File: config.mk
export PLATFORM = sky130hd
export DESIGN_NAME = dps_req_bridge_flat
export DESIGN_NICKNAME = d
export VERILOG_FILES = /design/src/rtl/dps_bridge_pkg.sv /design/src/rtl/dps_req_bridge_if.sv /design/src/rtl/dps_bridge_fifo.sv /design/src/rtl/dps_req_bridge.sv /design/src/flat_wrapper.sv
export SDC_FILE = /design/constraint.sdc
export NUM_CORES = 1
export LEC_CHECK = 0
export BUFFER_PORTS_ARGS = -buffer_cell sky130_fd_sc_hd__clkbuf_2
export CORE_ASPECT_RATIO = 0.75
export CORE_UTILIZATION = 50
export CTS_CLUSTER_DIAMETER = 120
export DETAILED_ROUTE_END_ITERATION = 12
export GPL_ROUTABILITY_DRIVEN = 0
export HOLD_SLACK_MARGIN = 0.12
export PLACE_DENSITY_LB_ADDON = 0.3
export REMOVE_ABC_BUFFERS = 1
export SYNTH_ARGS = -nofsm -noshare
export SYNTH_HDL_FRONTEND = slang
export SYNTH_SLANG_ARGS = --single-unit
File: constraint.sdc
create_clock -name iCLOCK -period 5.9 [get_ports iCLOCK]
set_input_delay 0 -clock iCLOCK [delete_from_list [all_inputs] [get_ports iCLOCK]]
set_output_delay 0 -clock iCLOCK [all_outputs]
set_load 0.02 [all_outputs]
File: src/rtl/dps_bridge_pkg.sv
// Shared types and constants for the CPU-to-DPS request bridge.
// Latency: n/a (declarations only).
// Backpressure: n/a.
// Contents: FSM state encoding, request FIFO entry layout, error data word,
// counter width and the address legality check applied at accept.
package dps_bridge_pkg;

  typedef enum logic [1:0] {
    IDLE    = 2'h0,
    RD_WAIT = 2'h1,
    DRAIN   = 2'h2
  } state_t;

  localparam int RW_W    = 1;
  localparam int ADDR_W  = 32;
  localparam int DATA_W  = 32;
  localparam int ENTRY_W = RW_W + ADDR_W + DATA_W;
  localparam int CNT_W   = 16;

  localparam logic [DATA_W-1:0] DPS_ERR_DATA = 32'hFFFF_FFFF;

  typedef struct packed {
    logic              rw;
    logic [ADDR_W-1:0] addr;
    logic [DATA_W-1:0] data;
  } entry_t;

  // Out of range or not word aligned.
  function automatic logic addr_illegal(input logic [ADDR_W-1:0] addr,
                                        input logic [ADDR_W-1:0] limit);
    return (addr >= limit) || (addr[1:0] != 2'b00);
  endfunction

endpackage

File: src/rtl/dps_req_bridge_if.sv
// Bundles the CPU-side and DPS-side signals of the request bridge.
// Latency: n/a (wiring only).
// Backpressure: oCPU_BUSY toward the CPU, iDPS_BUSY from the DPS.
// Modports: slave = the bridge itself, master = the CPU/DPS environment.
interface dps_req_bridge_if;
  import dps_bridge_pkg::*;

  logic              iCPU_REQ;
  logic              oCPU_BUSY;
  logic              iCPU_RW;
  logic [ADDR_W-1:0] iCPU_ADDR;
  logic [DATA_W-1:0] iCPU_DATA;
  logic              oCPU_VALID;
  logic [DATA_W-1:0] oCPU_DATA;
  logic              oCPU_ERR;
  logic              oDPS_REQ;
  logic              iDPS_BUSY;
  logic              oDPS_RW;
  logic [ADDR_W-1:0] oDPS_ADDR;
  logic [DATA_W-1:0] oDPS_DATA;
  logic              iDPS_VALID;
  logic [DATA_W-1:0] iDPS_DATA;

  modport slave (
    input  iCPU_REQ, iCPU_RW, iCPU_ADDR, iCPU_DATA, iDPS_BUSY, iDPS_VALID, iDPS_DATA,
    output oCPU_BUSY, oCPU_VALID, oCPU_DATA, oCPU_ERR, oDPS_REQ, oDPS_RW, oDPS_ADDR, oDPS_DATA
  );

  modport master (
    output iCPU_REQ, iCPU_RW, iCPU_ADDR, iCPU_DATA, iDPS_BUSY, iDPS_VALID, iDPS_DATA,
    input  oCPU_BUSY, oCPU_VALID, oCPU_DATA, oCPU_ERR, oDPS_REQ, oDPS_RW, oDPS_ADDR, oDPS_DATA
  );

endinterface

File: src/rtl/dps_bridge_fifo.sv
// Synchronous FIFO holding queued DPS requests, head visible combinationally.
// Latency: a push is visible at the head on the following cycle.
// Backpressure: full blocks push, empty blocks pop; push+pop in one cycle keeps count.
// Ports: iCLOCK/inRESET, push/push_dat, pop, full/empty, head_dat.
module dps_bridge_fifo #(
  parameter int DEPTH = 4,
  parameter int WIDTH = 65
) (
  input  logic             iCLOCK,
  input  logic             inRESET,
  input  logic             push,
  input  logic [WIDTH-1:0] push_dat,
  input  logic             pop,
  output logic             full,
  output logic             empty,
  output logic [WIDTH-1:0] head_dat
);

  localparam int AW = (DEPTH > 1) ? $clog2(DEPTH) : 1;

  logic [WIDTH-1:0] mem [DEPTH];
  logic [AW-1:0]    wr_ptr;
  logic [AW-1:0]    rd_ptr;
  logic [AW:0]      count;
  logic             push_ok;
  logic             pop_ok;

  assign full     = (count == (AW+1)'(DEPTH));
  assign empty    = (count == '0);
  assign head_dat = mem[rd_ptr];
  assign push_ok  = push && !full;
  assign pop_ok   = pop && !empty;

  // Storage is cleared too so the forwarded head reads as zero after reset.
  always_ff @(posedge iCLOCK or negedge inRESET) begin
    if (!inRESET) begin
      wr_ptr <= '0;
      rd_ptr <= '0;
      count  <= '0;
      for (int i = 0; i < DEPTH; i++) mem[i] <= '0;
    end else begin
      if (push_ok) begin
        mem[wr_ptr] <= push_dat;
        wr_ptr      <= wr_ptr + 1'b1;
      end
      if (pop_ok) rd_ptr <= rd_ptr + 1'b1;
      case ({push_ok, pop_ok})
        2'b10:   count <= count + 1'b1;
        2'b01:   count <= count - 1'b1;
        default: count <= count;
      endcase
    end
  end

endmodule

File: src/rtl/dps_req_bridge.sv
// CPU-to-DPS request bridge: range check, request FIFO, one outstanding read, read timeout.
// Latency: read data reaches the CPU DPS latency + 2 cycles after accept into an empty FIFO.
// Backpressure: oCPU_BUSY while the FIFO is full; issue stalls while iDPS_BUSY is high.
// Ports: iCLOCK, inRESET (async, active-low), bus (dps_req_bridge_if.slave, CPU and DPS sides).
module dps_req_bridge
  import dps_bridge_pkg::*;
#(
  parameter int          FIFO_DEPTH = 4,
  parameter int          RD_TIMEOUT = 255,
  parameter logic [31:0] ADDR_LIMIT = 32'h200
) (
  input  logic            iCLOCK,
  input  logic            inRESET,
  dps_req_bridge_if.slave bus
);

  localparam logic [CNT_W-1:0] TMO_LAST = CNT_W'(RD_TIMEOUT - 1);

  entry_t            push_ent;
  entry_t            head_ent;
  logic              full;
  logic              empty;
  logic              accept;
  logic              bad;
  logic              push;
  logic              pop;
  logic              rej;

  state_t            state;
  state_t            state_nxt;
  logic [CNT_W-1:0]  cnt;
  logic [CNT_W-1:0]  cnt_nxt;

  // Response produced by the FSM this cycle (DPS data or timeout error).
  logic              rsp_vld;
  logic              rsp_err;
  logic [DATA_W-1:0] rsp_dat;

  // One-deep parking slot for a response displaced by a reject return.
  logic              hold_vld;
  logic              hold_err;
  logic [DATA_W-1:0] hold_dat;

  assign accept = bus.iCPU_REQ && !full;
  assign bad    = addr_illegal(bus.iCPU_ADDR, ADDR_LIMIT);
  assign push   = accept && !bad;
  assign rej    = accept && bad;

  assign push_ent = '{rw: bus.iCPU_RW, addr: bus.iCPU_ADDR, data: bus.iCPU_DATA};

  dps_bridge_fifo #(
    .DEPTH (FIFO_DEPTH),
    .WIDTH (ENTRY_W)
  ) u_fifo (
    .iCLOCK   (iCLOCK),
    .inRESET  (inRESET),
    .push     (push),
    .push_dat (push_ent),
    .pop      (pop),
    .full     (full),
    .empty    (empty),
    .head_dat (head_ent)
  );

  assign bus.oCPU_BUSY = full;
  assign bus.oDPS_REQ  = pop;
  assign bus.oDPS_RW   = head_ent.rw;
  assign bus.oDPS_ADDR = head_ent.addr;
  assign bus.oDPS_DATA = head_ent.data;

  always_ff @(posedge iCLOCK or negedge inRESET) begin
    if (!inRESET) begin
      state <= IDLE;
      cnt   <= '0;
    end else begin
      state <= state_nxt;
      cnt   <= cnt_nxt;
    end
  end

  always_comb begin
    state_nxt = state;
    cnt_nxt   = cnt;
    pop       = 1'b0;
    rsp_vld   = 1'b0;
    rsp_err   = 1'b0;
    rsp_dat   = bus.iDPS_DATA;
    case (state)
      IDLE: begin
        // A parked response must drain before another read can be issued,
        // so the parking slot can never be asked to hold two responses.
        pop = !empty && !bus.iDPS_BUSY && !hold_vld;
        if (pop && !head_ent.rw) begin
          state_nxt = RD_WAIT;
          cnt_nxt   = '0;
        end
      end
      RD_WAIT: begin
        cnt_nxt = cnt + 1'b1;
        if (bus.iDPS_VALID) begin
          rsp_vld   = 1'b1;
          state_nxt = IDLE;
        end else if (cnt == TMO_LAST) begin
          rsp_vld   = 1'b1;
          rsp_err   = 1'b1;
          rsp_dat   = DPS_ERR_DATA;
          state_nxt = DRAIN;
          cnt_nxt   = '0;
        end
      end
      DRAIN: begin
        // Late response is swallowed; it only ends the drain early.
        cnt_nxt = cnt + 1'b1;
        if (bus.iDPS_VALID || (cnt == TMO_LAST)) state_nxt = IDLE;
      end
      default: state_nxt = IDLE;
    endcase
  end

  // Reject returns take the return slot; a colliding FSM response is
  // parked and sent on the next free cycle.
  always_ff @(posedge iCLOCK or negedge inRESET) begin
    if (!inRESET) begin
      bus.oCPU_VALID <= 1'b0;
      bus.oCPU_ERR   <= 1'b0;
      bus.oCPU_DATA  <= '0;
      hold_vld       <= 1'b0;
      hold_err       <= 1'b0;
      hold_dat       <= '0;
    end else begin
      bus.oCPU_VALID <= 1'b0;
      bus.oCPU_ERR   <= 1'b0;
      if (rej) begin
        bus.oCPU_VALID <= !bus.iCPU_RW;
        bus.oCPU_ERR   <= 1'b1;
        if (!bus.iCPU_RW) bus.oCPU_DATA <= DPS_ERR_DATA;
        if (rsp_vld) begin
          hold_vld <= 1'b1;
          hold_err <= rsp_err;
          hold_dat <= rsp_dat;
        end
      end else if (hold_vld) begin
        bus.oCPU_VALID <= 1'b1;
        bus.oCPU_ERR   <= hold_err;
        bus.oCPU_DATA  <= hold_dat;
        hold_vld       <= 1'b0;
      end else if (rsp_vld) begin
        bus.oCPU_VALID <= 1'b1;
        bus.oCPU_ERR   <= rsp_err;
        bus.oCPU_DATA  <= rsp_dat;
      end
    end
  end

endmodule

File: src/flat_wrapper.sv
// flat-port wrapper written by rule: the top's interface ports become plain ports
module dps_req_bridge_flat import dps_bridge_pkg::*;
#(
  parameter int          FIFO_DEPTH = 4,
  parameter int          RD_TIMEOUT = 255,
  parameter logic [31:0] ADDR_LIMIT = 32'h200
)
  (iCLOCK, inRESET, bus_iCPU_REQ, bus_iCPU_RW, bus_iCPU_ADDR, bus_iCPU_DATA, bus_iDPS_BUSY, bus_iDPS_VALID, bus_iDPS_DATA, bus_oCPU_BUSY, bus_oCPU_VALID, bus_oCPU_DATA, bus_oCPU_ERR, bus_oDPS_REQ, bus_oDPS_RW, bus_oDPS_ADDR, bus_oDPS_DATA);
  dps_req_bridge_if bus_i ();
  input  logic iCLOCK;
  input  logic inRESET;
  input wire logic [$bits(bus_i.iCPU_REQ)-1:0] bus_iCPU_REQ;
  input wire logic [$bits(bus_i.iCPU_RW)-1:0] bus_iCPU_RW;
  input wire logic [$bits(bus_i.iCPU_ADDR)-1:0] bus_iCPU_ADDR;
  input wire logic [$bits(bus_i.iCPU_DATA)-1:0] bus_iCPU_DATA;
  input wire logic [$bits(bus_i.iDPS_BUSY)-1:0] bus_iDPS_BUSY;
  input wire logic [$bits(bus_i.iDPS_VALID)-1:0] bus_iDPS_VALID;
  input wire logic [$bits(bus_i.iDPS_DATA)-1:0] bus_iDPS_DATA;
  output wire logic [$bits(bus_i.oCPU_BUSY)-1:0] bus_oCPU_BUSY;
  output wire logic [$bits(bus_i.oCPU_VALID)-1:0] bus_oCPU_VALID;
  output wire logic [$bits(bus_i.oCPU_DATA)-1:0] bus_oCPU_DATA;
  output wire logic [$bits(bus_i.oCPU_ERR)-1:0] bus_oCPU_ERR;
  output wire logic [$bits(bus_i.oDPS_REQ)-1:0] bus_oDPS_REQ;
  output wire logic [$bits(bus_i.oDPS_RW)-1:0] bus_oDPS_RW;
  output wire logic [$bits(bus_i.oDPS_ADDR)-1:0] bus_oDPS_ADDR;
  output wire logic [$bits(bus_i.oDPS_DATA)-1:0] bus_oDPS_DATA;
  assign bus_i.iCPU_REQ = bus_iCPU_REQ;
  assign bus_i.iCPU_RW = bus_iCPU_RW;
  assign bus_i.iCPU_ADDR = bus_iCPU_ADDR;
  assign bus_i.iCPU_DATA = bus_iCPU_DATA;
  assign bus_i.iDPS_BUSY = bus_iDPS_BUSY;
  assign bus_i.iDPS_VALID = bus_iDPS_VALID;
  assign bus_i.iDPS_DATA = bus_iDPS_DATA;
  assign bus_oCPU_BUSY = bus_i.oCPU_BUSY;
  assign bus_oCPU_VALID = bus_i.oCPU_VALID;
  assign bus_oCPU_DATA = bus_i.oCPU_DATA;
  assign bus_oCPU_ERR = bus_i.oCPU_ERR;
  assign bus_oDPS_REQ = bus_i.oDPS_REQ;
  assign bus_oDPS_RW = bus_i.oDPS_RW;
  assign bus_oDPS_ADDR = bus_i.oDPS_ADDR;
  assign bus_oDPS_DATA = bus_i.oDPS_DATA;
  dps_req_bridge #(.FIFO_DEPTH(FIFO_DEPTH), .RD_TIMEOUT(RD_TIMEOUT), .ADDR_LIMIT(ADDR_LIMIT)) u_core (.iCLOCK(iCLOCK), .inRESET(inRESET), .bus(bus_i));
endmodule
==> results_dict.tcl <==
set metrics [dict create \
    path_common_cell "dlygate4sd3_1" \
    cts_setup_buffers 0 \
    max_stage_delay_ns 0.72 \
    power.switching_w 0.00193 \
    ant_nets 0 \
    cp.required_ns 6.29 \
    nFillCells 2341 \
    viasPerCell 5.48 \
    grt_pass1_wl_um 54200 \
    die_h_um 154 \
    rsz0062_at_grt "false" \
    tns_ns 0 \
    finalCritPeriodShare 0.605 \
    overflow 0 \
    synthCells 1107 \
    io_buffers 202 \
    p_sw_frac 0.293 \
    dp_hpwl_um 18900 \
    pin_count 203 \
    synth_cell_types 52 \
    cts.root.buffer_cell "clkbuf_16" \
    rows 55 \
    core-area_um2 30100 \
    clock-sinks 353 \
    postCtsHoldBufs 88 \
    grt_pass1_vias 10298 \
    drive_gt1_frac 0.363 \
    p_int_w 0.00468 \
    drc_errors 0 \
    num-nets-final 1482 \
    clk_pin_slew_ns 0.06 \
    powerDensity_nw_per_um2 354 \
    drv_slew 0 \
    cts_buffer_depth 3 \
    yosysTopAreaCell "dfrtp_1" \
    p_seq_frac 0.449 \
    maxCapViolCount 0 \
    status "finished, final reports clean" \
    hp-class "in2async" \
    synth.top_cell.area_share 0.576 \
    timing_worst_setup_path_type "in2reg" \
    placedCellCount 1642 \
    path_cells "dlygate4sd3_1 > clkbuf_2 > nor4_1 > dlygate4sd3_1 > nand3_1 > dlygate4sd3_1 > nor3_2 > and2_2 > buf_4 > mux2_2" \
    synth_area_leaders "dfrtp_1 58%, mux2_2 12%, mux4_2 9.5%" \
    ys_seq_elements 353 \
    dr.pass1.iters 4 \
    syn_area_per_cell_um2 13.9 \
    routedWlPerCell_um 18.2 \
    layout.cells.non_filler 1794 \
    p_total_w 0.00662 \
    ir_drop_mv 0.175 \
    post_synth_instance_area_um2 15300 \
    cts_buffers 35 \
    die_x_um 204 \
    clkLatencyLatePin_ns 0.52 \
    cellLeakagePower_nw 9.08 \
    max_slew_margin 0.200 \
    cts-htree-levels 2 \
    cp-end-kind "flop" \
    drt_iter0_drc 571 \
    cts_tree "built" \
    finClkSkew_ns 0.0187 \
    grt_max_degree 171 \
    synthFlopType "dfrtp_1" \
    tightest_slew_ns 1.17 \
    cp_max_fo 65 \
    async_flop_share 1.00 \
    fin_util 0.619 \
    yosys_warnings 0 \
    wirelength_um 32600 \
    worstSetupStartpointType "primary input" \
    critPathArrivalTime_ns 3.96 \
    antenna_found_initial 2 \
    initial_core_util 0.509 \
    period_needed_ns 3.57 \
    finalHoldViolCount 0 \
    synth_edf_count 0 \
    crit_slowest_cell "buf_4" \
    grt_use_total 0.216 \
    yosysSeqAreaShare 0.576 \
    fmax_ghz 0.280 \
    num_vias 9828 \
    area_delta_synth_final_pct 21.7 \
    ctsResizeCount 0 \
    p_clk_frac 0.346 \
    setup_viol 0 \
    p_comb_frac 0.204 \
    die_area_um2 31400 \
]
-- path summary, 6_finish.rpt --
check                      slack [ns]                             endpoint  cells after the start                       startpoint
hold reg to reg                  0.47      u_core.hold_dat[18]$_DFFE_PN0P_                      2  u_core.hold_dat[18]$_DFFE_PN0P_
min in group iCLOCK              0.14  u_core.u_fifo.wr_ptr[1]$_DFFE_PN0P_                      6                 bus_iCPU_ADDR[9]
setup reg to reg                 2.88      u_core.hold_dat[15]$_DFFE_PN0P_                      7       u_core.cnt[13]$_DFFE_PN0P_
hold / removal                   0.11            u_core.cnt[2]$_DFFE_PN0P_                      2                          inRESET
setup / recovery                 2.33   u_core.u_fifo.mem[143]$_DFFE_PN0P_                     10                bus_iCPU_ADDR[11]
max in group asynchronous        4.24    u_core.u_fifo.mem[88]$_DFFE_PN0P_                      3                          inRESET
-- metal layers --
layer / share of wire / GRT usage / wire [µm]
met5: 0 / 0 / 0
met4: 0.030 / 0.0768 / 969
met3: 0.041 / 0.0352 / 1330
met2: 0.47 / 0.341 / 15200
met1: 0.46 / 0.306 / 15100
-- registers in the layout (all words and copies together) (netlist names) --
register               cells
u_core.hold_vld            1
u_core.u_fifo.wr_ptr       2
u_core.hold_dat           32
u_core.state               2
u_core.bus.oCPU_DATA      32
u_core.u_fifo.mem        260
u_core.u_fifo.rd_ptr       2
u_core.cnt                16
u_core.hold_err            1
u_core.u_fifo.count        3
u_core.bus.oCPU_ERR        1
u_core.bus.oCPU_VALID      1
-- synth_stat cells, drive strengths merged (2+ instances only) --
cell type  number
nand3           8
nor4b           3
mux4           65
buf            41
xor2            3
xnor2           3
nand2          48
clkbuf         33
nand4           2
a221o           3
mux2i           3
and3            4
ha             11
nor2           47
nand2b         34
inv            12
nor4            9
nor3            9
a2bb2oi        34
or4             4
dfrtp         353
a21oi           4
o31ai          34
nor2b         103
mux2          160
o21ai          47
and2            5
a22o            8
-- cell type report --
type,count,area (µm²),share of cell area
Antenna cell,2,5.00,0.000268
Clock buffer,50,1010,0.0542
Clock inverter,12,174,0.00932
Inverter,12,45.0,0.00241
Multi-Input combinational cell,668,6120,0.328
Sequential cell,353,8840,0.474
Tap cell,399,499,0.0267
Timing Repair Buffer,298,1970,0.106
-- placed cells by master, fill, tap and decap left out, drive strengths merged, types with 3 or more instances in the layout --
cell and count:
buf 9, ha 11, a2bb2oi 34, nor3 9, bufinv 4, and3 4
nand2b 34, nor4 9, dfrtp 353, dlygate4sd3 88, clkinv 4, xor2 3
or4 4, and2 5, o31ai 34, nand3 8, xnor2 3, mux4 65
a221o 3, mux2i 3, inv 15, a22o 8, nand2 48, mux2 160
o21ai 47, a21oi 4, nor2 47, clkbuf 251, nor2b 103, nor4b 3
-- metrics by stage --
| stage | instance area (µm²) | setup slack, ns | hold WS (ns) |
|---|---|---|---|
| floorplan | 15000 | 1.29 | -0.296 |
| global placement | 16600 | 2.95 | 0.132 |
| detailed placement | 16600 | 2.89 | 0.117 |
| CTS | 18700 | 2.33 | 0.122 |
| global route | 18700 | 2.10 | 0.204 |
| finish | 18700 | 2.33 | 0.113 |
-- cell families after synthesis --
family,after synthesis,share of synthesized area
muxes,228,0.215
DFF,353,0.576
and+or+nand+nor,283,0.102
xor gates and xnor gates,6,0.00343
AOI/OAI and AO/OA,139,0.0654
adders and majority gates,12,0.0103
buffers and inverters,86,0.0277
-- power by group through the flow --
stage / sequential, W / combinational [W] / clock (W)
after floorplan: 0.00314 / 0.000719 / 0
after global placement: 0.00300 / 0.00128 / 0
after detailed placement: 0.00302 / 0.00131 / 0
after CTS: 0.00297 / 0.00137 / 0.00236
after global routing: 0.00301 / 0.00147 / 0.00245
final: 0.00297 / 0.00135 / 0.00229
-- worst max-delay path, delay by kind of cell --
kind / cells / cell delay, ns
buffers and inverters: 5 / 2.58
multiplexers: 1 / 0.42
AND/OR/NAND/NOR: 4 / 0.94
(Power assumes the default switching activity.)
